**src/rtl/regarb_pkg.sv**
```systemverilog
// rtl/regarb_pkg.sv - shared constants, types and helpers for the register-file read arbiter
//
// Contents:
//   NUM_REQ, DATA_W, SEL_W   : fixed geometry of the shared read port
//   REQ_CPU..REQ_DBG         : requester IDs (also the bit position in gnt/rvalid)
//   req_id_t                 : 2-bit requester ID type
//   id_to_onehot()           : requester ID -> one-hot requester vector
`timescale 1ns/1ps

package regarb_pkg;

    localparam int NUM_REQ = 4;
    localparam int DATA_W  = 32;
    localparam int SEL_W   = 4;

    typedef logic [1:0] req_id_t;

    localparam req_id_t REQ_CPU    = 2'd0;
    localparam req_id_t REQ_SPRITE = 2'd1;
    localparam req_id_t REQ_VGA    = 2'd2;
    localparam req_id_t REQ_DBG    = 2'd3;

    function automatic logic [NUM_REQ-1:0] id_to_onehot(input req_id_t id);
        logic [NUM_REQ-1:0] oh;
        oh     = '0;
        oh[id] = 1'b1;
        return oh;
    endfunction

endpackage

```
**src/rtl/rr_pick.sv**
```systemverilog
// rtl/rr_pick.sv - combinational rotating-priority encoder for four requesters
//
// Ports:
//   req  in  4  request vector
//   base in  2  highest-priority requester; scan order base, base+1, ... mod 4
//   gnt  out 4  one-hot grant (zero when no request)
//   id   out 2  index of the granted requester (don't-care when any=0)
//   any  out 1  at least one request present
`timescale 1ns/1ps

module rr_pick
    import regarb_pkg::*;
(
    input  logic [NUM_REQ-1:0] req,
    input  req_id_t            base,
    output logic [NUM_REQ-1:0] gnt,
    output req_id_t            id,
    output logic               any
);

    req_id_t idx;

    always_comb begin
        id  = base;
        any = 1'b0;
        idx = base;
        gnt = '0;
        // 2-bit addition wraps naturally, giving the modulo-4 scan order.
        for (int k = 0; k < NUM_REQ; k++) begin
            idx = base + req_id_t'(k);
            if (!any && req[idx]) begin
                any = 1'b1;
                id  = idx;
            end
        end
        if (any) begin
            gnt = id_to_onehot(id);
        end
    end

endmodule

```
**src/rtl/regfile_read_arbiter.sv**
```systemverilog
// rtl/regfile_read_arbiter.sv - round-robin arbiter sharing one register-file read port among four requesters
//
// Optional feature: REGARB_CPU_PRIORITY_EN -- requester 0 (CPU) wins whenever it
// requests and does not move the round-robin pointer; requesters 1..3 rotate
// among themselves otherwise. Undefined: pure round-robin over all four.
//
// Ports:
//   clock    in  1        rising-edge clock
//   resetn   in  1        asynchronous active-low reset
//   req      in  4        per-requester read request, held until granted
//   addr     in  16       per-requester register index, slice i = [i*4+3:i*4]
//   gnt      out 4        one-hot grant, combinational
//   rvalid   out 4        one-hot read-data valid, one-cycle pulse
//   rdata    out 32       read data, qualified by rvalid, holds otherwise
//   mux_sel  out 4        registered select to the external 16:1 mux
//   mux_out  in  32       external mux output, combinational from mux_sel
//
// Pipeline: grant edge loads mux_sel and the stage-1 tag; the next edge
// captures mux_out and the tag into rdata/rvalid.
`timescale 1ns/1ps

module regfile_read_arbiter #(
    parameter int NUM_REQ = regarb_pkg::NUM_REQ,
    parameter int DATA_W  = regarb_pkg::DATA_W,
    parameter int SEL_W   = regarb_pkg::SEL_W
) (
    input  logic                     clock,
    input  logic                     resetn,
    input  logic [NUM_REQ-1:0]       req,
    input  logic [NUM_REQ*SEL_W-1:0] addr,
    output logic [NUM_REQ-1:0]       gnt,
    output logic [NUM_REQ-1:0]       rvalid,
    output logic [DATA_W-1:0]        rdata,
    output logic [SEL_W-1:0]         mux_sel,
    input  logic [DATA_W-1:0]        mux_out
);

    // Round-robin pointer and pipeline registers
    regarb_pkg::req_id_t ptr_q, ptr_d;
    logic [SEL_W-1:0]    mux_sel_q, mux_sel_d;
    logic                s1_valid_q, s1_valid_d;
    regarb_pkg::req_id_t s1_id_q, s1_id_d;
    logic [NUM_REQ-1:0]  rvalid_q, rvalid_d;
    logic [DATA_W-1:0]   rdata_q, rdata_d;

    // Picker interface
    logic [NUM_REQ-1:0]  pick_req;
    logic [NUM_REQ-1:0]  pick_gnt;
    regarb_pkg::req_id_t pick_id;
    logic                pick_any;

    // Final arbitration result
    logic [NUM_REQ-1:0]  win_gnt;
    regarb_pkg::req_id_t win_id;
    logic                win_any;
    logic                win_moves_ptr;

    rr_pick u_pick (
        .req  (pick_req),
        .base (ptr_q),
        .gnt  (pick_gnt),
        .id   (pick_id),
        .any  (pick_any)
    );

`ifdef REGARB_CPU_PRIORITY_EN
    // CPU request bypasses rotation; the picker only sees requesters 1..3,
    // so with ptr=0 it naturally starts the scan at requester 1.
    always_comb begin
        pick_req      = {req[NUM_REQ-1:1], 1'b0};
        win_any       = req[regarb_pkg::REQ_CPU] | pick_any;
        win_id        = pick_id;
        win_gnt       = pick_gnt;
        win_moves_ptr = pick_any;
        if (req[regarb_pkg::REQ_CPU]) begin
            win_id        = regarb_pkg::REQ_CPU;
            win_gnt       = regarb_pkg::id_to_onehot(regarb_pkg::REQ_CPU);
            win_moves_ptr = 1'b0;
        end
    end
`else
    always_comb begin
        pick_req      = req;
        win_any       = pick_any;
        win_id        = pick_id;
        win_gnt       = pick_gnt;
        win_moves_ptr = pick_any;
    end
`endif

    always_comb begin
        ptr_d      = ptr_q;
        mux_sel_d  = mux_sel_q;
        s1_id_d    = s1_id_q;
        s1_valid_d = win_any;
        if (win_moves_ptr) begin
            ptr_d = win_id + 2'd1;
        end
        if (win_any) begin
            mux_sel_d = addr[win_id*SEL_W +: SEL_W];
            s1_id_d   = win_id;
        end
        // mux_sel holds on idle cycles, so capturing every edge keeps rdata stable.
        rdata_d  = mux_out;
        rvalid_d = s1_valid_q ? regarb_pkg::id_to_onehot(s1_id_q) : '0;
    end

    always_ff @(posedge clock or negedge resetn) begin
        if (!resetn) begin
            ptr_q      <= '0;
            mux_sel_q  <= '0;
            s1_valid_q <= 1'b0;
            s1_id_q    <= '0;
            rvalid_q   <= '0;
            rdata_q    <= '0;
        end else begin
            ptr_q      <= ptr_d;
            mux_sel_q  <= mux_sel_d;
            s1_valid_q <= s1_valid_d;
            s1_id_q    <= s1_id_d;
            rvalid_q   <= rvalid_d;
            rdata_q    <= rdata_d;
        end
    end

    assign gnt     = win_gnt;
    assign rvalid  = rvalid_q;
    assign rdata   = rdata_q;
    assign mux_sel = mux_sel_q;

endmodule

```
**config.mk**
```make
export PLATFORM = sky130hd
export DESIGN_NAME = regfile_read_arbiter
export DESIGN_NICKNAME = d
export VERILOG_FILES = /design/src/rtl/regarb_pkg.sv /design/src/rtl/rr_pick.sv /design/src/rtl/regfile_read_arbiter.sv
export SDC_FILE = /design/constraint.sdc
export NUM_CORES = 1
export LEC_CHECK = 0
export BUFFER_PORTS_ARGS = -buffer_cell sky130_fd_sc_hd__buf_2
export CORE_MARGIN = 4
export CORE_UTILIZATION = 31
export DETAILED_ROUTE_END_ITERATION = 8
export PLACE_DENSITY = 0.6
export SLEW_MARGIN = 20
export SYNTH_ARGS = -nofsm -noshare
export SYNTH_HDL_FRONTEND = slang
export SYNTH_SLANG_ARGS = --single-unit
```
**constraint.sdc**
```tcl
create_clock -name clock -period 1.78 [get_ports clock]
set_input_delay 0 -clock clock [delete_from_list [all_inputs] [get_ports clock]]
set_output_delay 0 -clock clock [all_outputs]
set_load 0.05 [all_outputs]
```
==> metrics.csv <==
metric,value,unit
outcome,"complete, no violations",
maximum clock path buffer count,2,
clock latency on the worst-skew pair,0.28,ns
most frequent cells in the layout,"buf_2 (93), dfrtp_1 (44), dlygate4sd3_1 (34)",
"Clk pin slew, worst setup/hold paths",0.08,ns
CP arrival,1.66,ns
clock sinks,45,
PD cells,1290,nW/um^2
yosys warns,0,
CP Capture Type,output pin,
"commonest non-fill, non-tap cell in the layout",buf_2,
Final Skew,0.00239,ns
area share of the largest cell type after synthesis,72.9,%
family with the most delay on the worst path,simple AND/OR/NAND/NOR gates,
detailed-route vias per instance,4.26,
HP Class,input port to register,
Final Cycle Share,93.1,%
Synth Register Bits,45,
first-pass GRT wire length,6350,um
critical-path cell list,and2b_2 > or2_4 > a22o_4 > nor2b_2 > buf_6,
TritonRoute pass-1 iters,4,
Max VDD drop,0.825,mV
Setup WS post-layout,0.122,ns
initial core utilization,32.3,%
clock period minus worst slack,1.66,ns
Fmax,603,MHz
Die Span X,78.6,um
Final Power,3.49,mW
Setup crit start kind,register,
kind of critical path,register to output pin,
root buffer cell,clkbuf_8,
final setup vio count,0,
antenna-violating nets left,0,
GR Util All Layers,13.0,%
vias in the first global route,1444,
Slowest cell on crit path,dfrtp_1,
Worst Setup SP,ptr_q[0]$_DFFE_PN0P_,
H-Tree Depth,2,
Post-Syn Area,1540,sq um
r2r setup slk,0.21,ns
row count,25,
Post-synth EDFFs,0,
synth unique cells,30,
initial antenna violation count,0,
routability cong.,0.810,
Rel. slew slack,73.9,%
largest net degree at the start of global routing,19,
Ant. Diodes,0,
max-slew violations,0,
NumNets Final,310,
I/O pin count,98,
Pleak,1.35,nW
reg2reg start,ptr_q[0]$_DFFE_PN0P_,
WL per Instance,12.3,um
core area,4790,sq um
Slowest Stage Delay on Critical Path,0.34,ns
TritonCTS Buffers,5,
fill count,399,
Residual DRC,0,
Worst R2R Path Depth,6,
Fin. Hold Viols,0,
DIE AREA,6170,sq um
hold depth,2,
register area share after synthesis,72.9,%
Hold Path Origin,req[1],
"Buf+Inv Stages, Crit Path",1,
RSZ-0062 raised after global routing,no,
slew at the pin closest to its max-slew limit,0.391,ns
synthesized net count,160,
"Remaining Overflow, GRT",0,
area delta synth->final,74.6,%
Max-Cap Viols,0,
Syn Area/Cell,14.6,sq um
Hold Crit Endpoint,ptr_q[1]$_DFFE_PN0P_,
DRT iter0 DRCs,24,
layout cells sized above 1,50.8,%
Max Fanout on Critical Path,6,
Syn Inst Count,106,
area of placed instances,2120,sq um
WL final,3980,um
die height,78.6,um
Synth area leaders,"dfrtp_1 (73%), a211oi_1 (3.9%), mux2i_1 (2.6%)",
TNS Setup,0,ns
finished layout cell area,2700,sq um
DP Wirelength,2770,um
"Primary FF master, synth",dfrtp_1,
pre-CTS setup slack,0.134,ns
CTS tree,built,
Vias,1377,
reg2reg end,mux_sel[0]$_DFFE_PN0P_,
worst endpoint required time,1.78,ns
number of port buffers,97,
Async SR Flop Fraction,100,%
cell taking the most area after synthesis,dfrtp_1,
[kinds of logic after synthesis]
group                  synth area share (%)
AND/OR/NAND/NOR                        11.2
AO/OA/AOI/OAI                          11.1
multiplexers                           2.59
buffers and inverters                  2.19
flip-flops                             72.9
[how the worst max path moves through the flow]
stage,cells after the start,slack [ns],end
floorplan,4,0.04,gnt[0]
global placement,5,0.21,gnt[3]
detailed placement,5,0.13,mux_sel[1]$_DFFE_PN0P_
CTS,5,-0.005,gnt[3]
finish,5,0.12,gnt[0]
global route,5,0.03,gnt[3]
[final cells by class]
class,count,area (sq um),area share [%]
Clock buffer,5,68.8,2.55
Clock inverter,2,35.0,1.30
Inverter,4,15.0,0.557
Multi-Input combinational cell,55,418,15.5
Sequential cell,45,1130,41.8
Tap cell,67,83.8,3.11
Timing Repair Buffer,145,948,35.2
[cells in the mapped netlist (all sizes together) (2+ instances only)]
cell type / count
a211oi: 8
a21oi: 4
and2b: 2
and4: 3
buf: 2
dfrtp: 45
inv: 4
mux2i: 4
nand2: 2
nor2: 8
nor2b: 3
nor3b: 2
o21ai: 5
[through the flow]
stage / util (%) / instances / hold WS (ns)
after floorplan: - / 106 / -0.296
after global placement: 44.2 / 271 / -0.0520
after detailed placement: 44.2 / 271 / -0.0505
after CTS: 54.4 / 313 / 0.00876
after global routing: 56.3 / 323 / 0.0177
final: 56.3 / 323 / 0.0215
[worst register-to-register path: cells and delay by family (launching register included)]
family / cells / cell delay [ns]
compound gates: 3 / 0.54
buf+inv: 1 / 0.18
flops: 1 / 0.34
simple gates: 2 / 0.39
[flip-flops by register name (all words and copies together) (netlist names)]
name	cells
rdata	32
s1_valid_q	1
ptr_q	2
rvalid	4
s1_id_q	2
mux_sel	4
[repair_timing]
item	in CTS	in global routing
endpoints found under the setup margin	4	4
hold buffers	34	0
resized for setup	10	6
pin swaps	2	3
buffers inserted	1	10
hold endpoints to repair	49	0
[report_power, final]
part / internal [mW] / switching (mW) / total, mW / leakage, nW
sequential: 1.18 / 0.0876 / 1.27 / 0.525
clock: 0.407 / 0.303 / 0.711 / 0.0540
combinational: 0.560 / 0.946 / 1.51 / 0.775
total: 2.15 / 1.34 / 3.49 / 1.35
[layer usage]
layer | global-route usage, % | wire length [um]
met1 | 15.2 | 1640
met3 | 4.47 | 499
met2 | 21.9 | 1800
met5 | 0 | 0
met4 | 4.72 | 42
No activity file was read; power rests on OpenSTA's default activity.
